==> src/rtl/rcp_pkg.sv <==
// Shared definitions for the reciprocal / rsqrt interpolation pipe:
// default widths, the point/slope entry struct and the segment tables.
// Build macro: RCP_RSQRT_EN enables the rsqrt half of the table.
package rcp_pkg;

    localparam int IN_W_DEF   = 10;
    localparam int FRAC_W_DEF = 4;
    localparam int SLP_W_DEF  = 8;
    localparam int OUT_W_DEF  = 16;
    localparam int TAG_W_DEF  = 4;

    // Entries per function: one per {sel, seg} combination.
    localparam int SEG_N = 2 ** (IN_W_DEF - FRAC_W_DEF);

`ifdef RCP_RSQRT_EN
    localparam bit RSQRT_EN = 1'b1;
`else
    localparam bit RSQRT_EN = 1'b0;
`endif

    typedef struct packed {
        logic [SLP_W_DEF-1:0] slp;
        logic [OUT_W_DEF-1:0] pnt;
    } seg_ent_t;

    typedef logic [SEG_N-1:0][OUT_W_DEF-1:0] pnt_tbl_t;
    typedef logic [SEG_N-1:0][SLP_W_DEF-1:0] slp_tbl_t;

    function automatic pnt_tbl_t mk_pnt(int top, int step);
        pnt_tbl_t t;
        for (int i = 0; i < SEG_N; i++) begin
            t[i] = OUT_W_DEF'(top - i * step);
        end
        return t;
    endfunction

    function automatic slp_tbl_t mk_slp(int top, int step);
        slp_tbl_t t;
        for (int i = 0; i < SEG_N; i++) begin
            t[i] = SLP_W_DEF'(top - i * step);
        end
        return t;
    endfunction

    // Points stay above 255*15 so pnt - slp*frac can never wrap.
    localparam pnt_tbl_t RCP_PNT = mk_pnt(65535, 900);
    localparam slp_tbl_t RCP_SLP = mk_slp(255, 2);
    localparam pnt_tbl_t RSQ_PNT = mk_pnt(60000, 700);
    localparam slp_tbl_t RSQ_SLP = mk_slp(180, 1);

endpackage

==> src/rtl/rcp_interp_pipe_table.sv <==
// rcp_seg_table: combinational segment lookup, idx in, {slope, point} out.
// Ports: idx (table index {op, sel, seg}), ent ({slp, pnt}). Macro: RCP_RSQRT_EN.
module rcp_seg_table
    import rcp_pkg::*;
#(
    parameter int IDX_W = IN_W_DEF - FRAC_W_DEF + 1
) (
    input  logic [IDX_W-1:0]               idx,
    output logic [SLP_W_DEF+OUT_W_DEF-1:0] ent
);

    localparam int SUB_W = IDX_W - 1;

    logic [SUB_W-1:0] sub;
    seg_ent_t         rcp_e;
    seg_ent_t         sel_e;

    assign sub = idx[SUB_W-1:0];

    always_comb begin
        rcp_e.slp = RCP_SLP[sub];
        rcp_e.pnt = RCP_PNT[sub];
    end

`ifdef RCP_RSQRT_EN
    always_comb begin
        sel_e = rcp_e;
        if (idx[IDX_W-1]) begin
            sel_e.slp = RSQ_SLP[sub];
            sel_e.pnt = RSQ_PNT[sub];
        end
    end
`else
    // Reciprocal-only build: the op bit is always 0 here.
    logic unused_op;
    assign unused_op = idx[IDX_W-1];
    assign sel_e     = rcp_e;
`endif

    assign ent = sel_e;

endmodule

==> src/rtl/rcp_interp_pipe.sv <==
// rcp_interp_pipe: 3-stage reciprocal / rsqrt piecewise-linear interpolator.
// Ports: clk, reset (sync, high), in_valid/in_ready/in_a/in_op/in_tag,
// out_valid/out_ready/out_data/out_tag. Macro: RCP_RSQRT_EN honours in_op.
module rcp_interp_pipe
    import rcp_pkg::*;
#(
    parameter int IN_W   = IN_W_DEF,
    parameter int FRAC_W = FRAC_W_DEF,
    parameter int SLP_W  = SLP_W_DEF,
    parameter int OUT_W  = OUT_W_DEF,
    parameter int TAG_W  = TAG_W_DEF
) (
    input  logic             clk,
    input  logic             reset,
    input  logic             in_valid,
    output logic             in_ready,
    input  logic [IN_W-1:0]  in_a,
    input  logic             in_op,
    input  logic [TAG_W-1:0] in_tag,
    output logic             out_valid,
    input  logic             out_ready,
    output logic [OUT_W-1:0] out_data,
    output logic [TAG_W-1:0] out_tag
);

    localparam int IDX_W  = IN_W - FRAC_W + 1;
    localparam int SEG_W  = IN_W - FRAC_W - 1;
    localparam int PROD_W = SLP_W + FRAC_W;

    logic en;

    // S1: operand register
    logic              s1_valid;
    logic [IN_W-1:0]   s1_a;
    logic              s1_op;
    logic [TAG_W-1:0]  s1_tag;

    // S2: segment select / table read
    logic              sel;
    logic [FRAC_W-1:0] frac;
    logic [SEG_W-1:0]  seg;
    logic [IDX_W-1:0]  idx;
    seg_ent_t          ent;
    logic              s2_valid;
    logic [OUT_W-1:0]  s2_pnt;
    logic [SLP_W-1:0]  s2_slp;
    logic [FRAC_W-1:0] s2_frac;
    logic [TAG_W-1:0]  s2_tag;

    // S3: interpolate
    logic [PROD_W-1:0] prod;

    // Whole pipe moves in lockstep; it only stalls when S3 is stuck.
    assign en       = !out_valid | out_ready;
    assign in_ready = en;

    always_ff @(posedge clk) begin
        if (reset) begin
            s1_valid <= 1'b0;
            s1_a     <= '0;
            s1_op    <= 1'b0;
            s1_tag   <= '0;
        end else if (en) begin
            s1_valid <= in_valid;
            s1_a     <= in_a;
            s1_op    <= in_op & RSQRT_EN;
            s1_tag   <= in_tag;
        end
    end

    // Upper half of the range uses one fewer seg bit; a[0] moves
    // into the seg MSB so the index width stays constant.
    assign sel  = s1_a[IN_W-1];
    assign frac = sel ? s1_a[FRAC_W:1] : s1_a[FRAC_W-1:0];
    assign seg  = sel ? {s1_a[0], s1_a[IN_W-2:FRAC_W+1]}
                      : s1_a[IN_W-2:FRAC_W];
    assign idx  = {s1_op, sel, seg};

    rcp_seg_table #(
        .IDX_W (IDX_W)
    ) u_table (
        .idx (idx),
        .ent (ent)
    );

    always_ff @(posedge clk) begin
        if (reset) begin
            s2_valid <= 1'b0;
            s2_pnt   <= '0;
            s2_slp   <= '0;
            s2_frac  <= '0;
            s2_tag   <= '0;
        end else if (en) begin
            s2_valid <= s1_valid;
            s2_pnt   <= ent.pnt;
            s2_slp   <= ent.slp;
            s2_frac  <= frac;
            s2_tag   <= s1_tag;
        end
    end

    assign prod = PROD_W'(s2_slp) * PROD_W'(s2_frac);

    always_ff @(posedge clk) begin
        if (reset) begin
            out_valid <= 1'b0;
            out_data  <= '0;
            out_tag   <= '0;
        end else if (en) begin
            out_valid <= s2_valid;
            out_data  <= s2_pnt - OUT_W'(prod);
            out_tag   <= s2_tag;
        end
    end

endmodule

==> config.mk <==
export PLATFORM = sky130hd
export DESIGN_NAME = rcp_interp_pipe
export DESIGN_NICKNAME = d
export VERILOG_FILES = /design/src/rtl/rcp_pkg.sv /design/src/rtl/rcp_interp_pipe_table.sv /design/src/rtl/rcp_interp_pipe.sv
export SDC_FILE = /design/constraint.sdc
export NUM_CORES = 1
export LEC_CHECK = 0
export BUFFER_PORTS_ARGS = -buffer_cell sky130_fd_sc_hd__clkbuf_2
export CAP_MARGIN = 15
export CORE_ASPECT_RATIO = 1.5
export CORE_MARGIN = 1.5
export CORE_UTILIZATION = 45
export DETAILED_ROUTE_END_ITERATION = 7
export GPL_TIMING_DRIVEN = 0
export PLACE_DENSITY = 0.66
export SYNTH_ARGS = -nofsm -noshare
export SYNTH_HDL_FRONTEND = slang
export SYNTH_SLANG_ARGS = --single-unit
export TNS_END_PERCENT = 20
==> constraint.sdc <==
create_clock -name clk -period 4.92 [get_ports clk]
set_clock_uncertainty 0.15 [all_clocks]
set_input_delay 0.492 -clock clk [delete_from_list [all_inputs] [get_ports clk]]
set_output_delay 0.492 -clock clk [all_outputs]
set_load 0.05 [all_outputs]
After elaboration in Yosys (flattened, before gate mapping)
Memory sizes are Yosys's and may differ from the RTL's. A register that Yosys moved wholly into a read port is not among the register bits.
Index checks and enable logic that the tools add are counted.
{"block": "totals", "reg_bits": 45, "latchBits": 0, "ramBits": 0, "mem_bits_ro": 1536, "inputBits": 19, "output_inout_bits": 22, "word_cells": 17, "memories": 2}
{"name": "(no name shown)", "words": 64, "width": 16, "rd": 1, "rd_clocked_by_memory_dff": 1, "write_ports": 0, "line_no": "rcp_interp_pipe_table.sv:22", "source": "rcp_e.pnt = RCP_PNT[sub];"}
{"name": "(no name shown)", "words": 64, "width": 8, "rd": 1, "rd_clocked_by_memory_dff": 1, "write_ports": 0, "line_no": "rcp_interp_pipe_table.sv:21", "source": "rcp_e.slp = RCP_SLP[sub];"}
{"block": "classes", "add_sub_neg": 1, "mul": 1, "div_mod_pow": 0, "order_cmp": 0, "n_eq_ne": 0, "shifts": 0, "mux": 2, "bitwise_logic": 1, "reduce_logical": 1}
{"cell": "16-bit by 12-bit subtractor with 16-bit output", "n": 1}
{"cell": "8-bit by 4-bit multiplier with 12-bit output", "n": 1}
{"cell": "5-bit 2-to-1 mux", "n": 1}
{"cell": "4-bit 2-to-1 mux", "n": 1}
{"cell": "1-bit logical NOT", "n": 1}
{"cell": "1-bit bitwise OR", "n": 1}

Depth between registers and ports, before layout
{"block": "logic_depth", "ltp_word": 2, "mapped_depth": 14, "mapped_depth_nobuf": 14}

Modules after synthesis
From an unflattened synthesis, not the netlist that was laid out.
{"block": "unflattened", "hier_cells": 584, "area_unflattened_um2": 4603.2}
{"mod": "rcp_interp_pipe", "n_inst": 1, "cells_per_inst": 500, "area_per_inst_um2": 4018.9, "seq_area_each_um2": 1381.3}
{"mod": "rcp_seg_table", "n_inst": 1, "cells_per_inst": 84, "area_per_inst_um2": 584.3, "seq_area_each_um2": 0.0}

Worst setup path after synthesis
No wires, ideal clock.
{"block": "synth_path", "path_kind": "reg-to-reg", "start": "register s2_frac[3]", "end": "register out_data[13]", "setup_time_ns": 0.077, "arrival_time_ns": 3.697, "slack_ns": 0.996, "stages_incl_launch_ff": 14, "path_buffers": 0, "cell_sequence": "dfxtp_1 nand2_1 fa_1 fa_1 inv_1 fa_1 inv_1 ha_1 a21o_1 a31o_1 a21oi_4 o21ai_2 or4_4 a41oi_2"}
{"block": "synth_between", "elab_chain_cells": 2}
{"element": "start, declared", "line_no": "rcp_interp_pipe.sv:47", "source": "logic [FRAC_W-1:0] s2_frac;"}
{"element": "start signal, assigned", "line_no": "rcp_interp_pipe.sv:97", "source": "s2_frac <= frac;"}
{"element": "8-bit by 4-bit multiplier with 12-bit output", "line_no": "rcp_interp_pipe.sv:102", "source": "assign prod = PROD_W'(s2_slp) * PROD_W'(s2_frac);"}
{"element": "16-bit by 12-bit subtractor with 16-bit output", "line_no": "rcp_interp_pipe.sv:111", "source": "out_data <= s2_pnt - OUT_W'(prod);"}
{"element": "end signal, assigned", "line_no": "rcp_interp_pipe.sv:111"}
{"element": "end, declared", "line_no": "rcp_interp_pipe.sv:22", "source": "output logic [OUT_W-1:0] out_data,"}
Every way passes these cells.
A chain may end at the register's enable or synchronous reset.

Worst setup path after layout
{"block": "layout_path", "start": "register s2_slp[0]", "end": "register out_data[13]"}
{"block": "layout_between", "elab_chain_cells": 2}
{"element": "start, declared", "line_no": "rcp_interp_pipe.sv:46", "source": "logic [SLP_W-1:0] s2_slp;"}
{"element": "8-bit by 4-bit multiplier with 12-bit output", "line_no": "rcp_interp_pipe.sv:102"}
{"element": "16-bit by 12-bit subtractor with 16-bit output", "line_no": "rcp_interp_pipe.sv:111"}
Every way passes these cells.

==> impl_metrics.tcl <==
set metrics [dict create \
    cp_max_fo 7 \
    worst_slew_pin_slew_ns 0.649 \
    rsz0062_at_grt "no" \
    async_reset_ff_share_pct 0 \
    post_cts_buffers 0 \
    clkLatencyLatePin_ns 0.33 \
    crit_path_end_kind "flip-flop" \
    die_w_um 83.0 \
    synth_top_family_by_area "simple AND/OR/NAND/NOR gates" \
    hp-class "in -> reg" \
    synth-seq-cells 63 \
    synthAdderAreaFrac_pct 18.4 \
    synthXorXnorAreaFrac_pct 2.84 \
    track_usage_pct 21.3 \
    p_leak_nw 2.24 \
    synth_area_leader_cell "dfxtp_1" \
    grt_overflow 0 \
    port-buffer-count 38 \
    final_nets 659 \
    slowest_delay_ns 0.52 \
    synthMuxAreaShare_pct 3.57 \
    slew_headroom_pct 55.5 \
    drc 0 \
    grt_pass1_wl_mm 17.1 \
    timing.critical_path.buf_inv 3 \
    syn_avg_cell_area_um2 7.99 \
    cts_tree "built" \
    ys.flop_type "dfxtp_1" \
    crit_path_cell_trace "and2_1 -> inv_1 -> fa_1 -> fa_1 -> inv_1 -> fa_1 -> inv_1 -> ha_1 -> a21o_1 -> a31o_1 -> a21oi_4 -> o21ai_2 -> or4_4 -> a41oi_2" \
    cts_buffers 9 \
    coreArea_um2 9310 \
    slew_viol_final 0 \
    syn_inst 540 \
    via_per_inst 5.32 \
    syn-num-nets 610 \
    netlist.area_leader.share_pct 29.2 \
    clk_path_buf_depth 2 \
    p_per_area_nw_per_um2 402 \
    grt_pass1_vias 3572 \
    period_needed_ns 4.24 \
    p_clk_share_pct 32.8 \
    synth-simple-area-share_pct 19.2 \
    status "finished clean" \
    wl_mm 10.4 \
    start_util_pct 46.4 \
    grt_max_degree 13 \
    switching_share_pct 37.8 \
    cp.required_ns 5.02 \
    synth_cell_type_count 52 \
    synth.cell_area_um2 4320 \
    tns_ns 0 \
    die-area_um2 10200 \
    place.gp.congestion 0.918 \
    intPower_mw 1.24 \
    synth_area_leaders "dfxtp_1 29%, nand2_1 10%, fa_1 9.7%" \
    hold_ws_ns 0.234 \
    worstPathArrival_ns 4.35 \
    yosys_warnings 0 \
    cap_violations 0 \
    avgRoutedWirePerCell_um 14.7 \
    num_vias 3753 \
    critPathKind "reg -> reg" \
    ctsResizeCount 0 \
    io_pins 41 \
    drtAntennaViolNets 0 \
    ir_drop_uv 254 \
    area_delta_synth_final_pct 14.8 \
    slowest_stage "fa_1" \
    fmax_mhz 236 \
    p_total_mw 1.99 \
    setup_viol 0 \
    ys_seq_area_share_pct 29.2 \
    first_iter_violations 184 \
    die-height_um 123 \
    p_switching_uw 752 \
    synth_edf_count 0 \
    hpwl_mm 8.00 \
    placementRows 43 \
    clkTransAtPathRegs_ns 0.06 \
    seqPwrFrac_pct 31.4 \
    htreeDepth 3 \
    antenna_found_initial 0 \
    cts.sink_count 63 \
    cts_root_buf "clkbuf_16" \
    drive_above_1_share_pct 12.1 \
    hold_viol 0 \
    first_pass_iters 4 \
    cp-start-kind "flip-flop" \
    cp_top_family "adder cells" \
    final_util_pct 53.2 \
    period_share_pct 86.3 \
    comb_power_share_pct 35.7 \
    antenna-diode-count 0 \
    hold_buffers 0 \
    synth-compound-area-share_pct 18.6 \
]
## cells by family after synthesis
kind of cell             after synthesis
flip-flops                            63
multiplexers                          14
AND/OR/NAND/NOR                      191
adder cells (fa/ha/maj)               51
buffers and inverters                 84
XOR/XNOR                              14
AO/OA/AOI/OAI                        123
## synth_stat cells, types with 6 or more instances
library cell	instances
nand2b_1	7
mux2i_1	12
a21o_1	6
a211oi_1	11
inv_1	53
ha_1	30
a21oi_1	55
fa_1	21
nor2_1	30
nand2_1	117
dfxtp_1	63
xnor2_1	9
o21ai_0	14
and2_1	13
clkbuf_1	22
## final timing paths
path	startpoint	end	slack (ns)	cells past startpoint
worst max-delay path	s2_slp[0]	out_data[13]	0.68	14
worst min-delay path	in_tag[3]	s1_tag[3]	0.23	3
worst max register to register	s2_slp[0]	out_data[13]	0.68	14
worst min register to register	out_data[10]	out_data[10]	0.30	2
## cell usage in the layout, fill, tap and decap left out, drive strengths merged, types with 6 or more instances in the layout
cell type and n:
nand2 117, clkbuf 72, dfxtp 63, a21oi 56, inv 54, nor2 30, ha 30, fa 21
o21ai 15, and2 13, mux2i 13, a211oi 11, xnor2 9, nand2b 7, a21o 6, buf 6
## state kept, by name (all words and copies together), names as in the netlist
name       count
s2_pnt        12
out_data      16
s1_tag         4
s2_frac        4
s1_a          10
s2_valid       1
s2_tag         4
out_valid      1
out_tag        4
s2_slp         6
s1_valid       1
## per-stage QoR
step | cells | worst slack, ns | cell area (um^2)
6_report | 706 | 0.675 | 4950
5_1_grt | 706 | 0.503 | 4950
4_1_cts | 706 | 0.660 | 4950
3_5_place_dp | 690 | 0.676 | 4650
3_3_place_gp | 690 | 0.717 | 4650
2_1_floorplan | 540 | 0.996 | 4320
## power groups by stage
stage | combinational (mW) | clock, mW | sequential (mW)
after global routing | 0.782 | 0.682 | 0.636
after floorplan | 0.419 | 0 | 0.777
final | 0.712 | 0.654 | 0.626
after detailed placement | 0.710 | 0 | 0.637
after global placement | 0.700 | 0 | 0.634
after CTS | 0.715 | 0.662 | 0.626
## worst reg2reg max path: cells and delay by family, from the launching register on
family / cells / cell delay, ns
buffers and inverters: 3 / 0.16
and+or+nand+nor: 2 / 0.72
adders and majority gates: 4 / 1.77
AOI/OAI and AO/OA: 5 / 0.91
DFF: 1 / 0.45
## layer usage
metal  routed length, um  global-route usage (%)
met1                4300                    22.7
met2                5500                    41.3
met3                 372                    3.27
met4                 238                    9.17
met5                   0                       0
## final cells by class
class,instances,area (um^2)
Fill cell,898,4360
Multi-Input combinational cell,393,2700
Sequential cell,63,1260
Clock buffer,10,239
Inverter,53,199
Timing Repair Buffer,38,190
Buffer,31,153
Tap cell,112,140
Clock inverter,6,67.6
No activity file was read; power rests on OpenSTA's default activity.
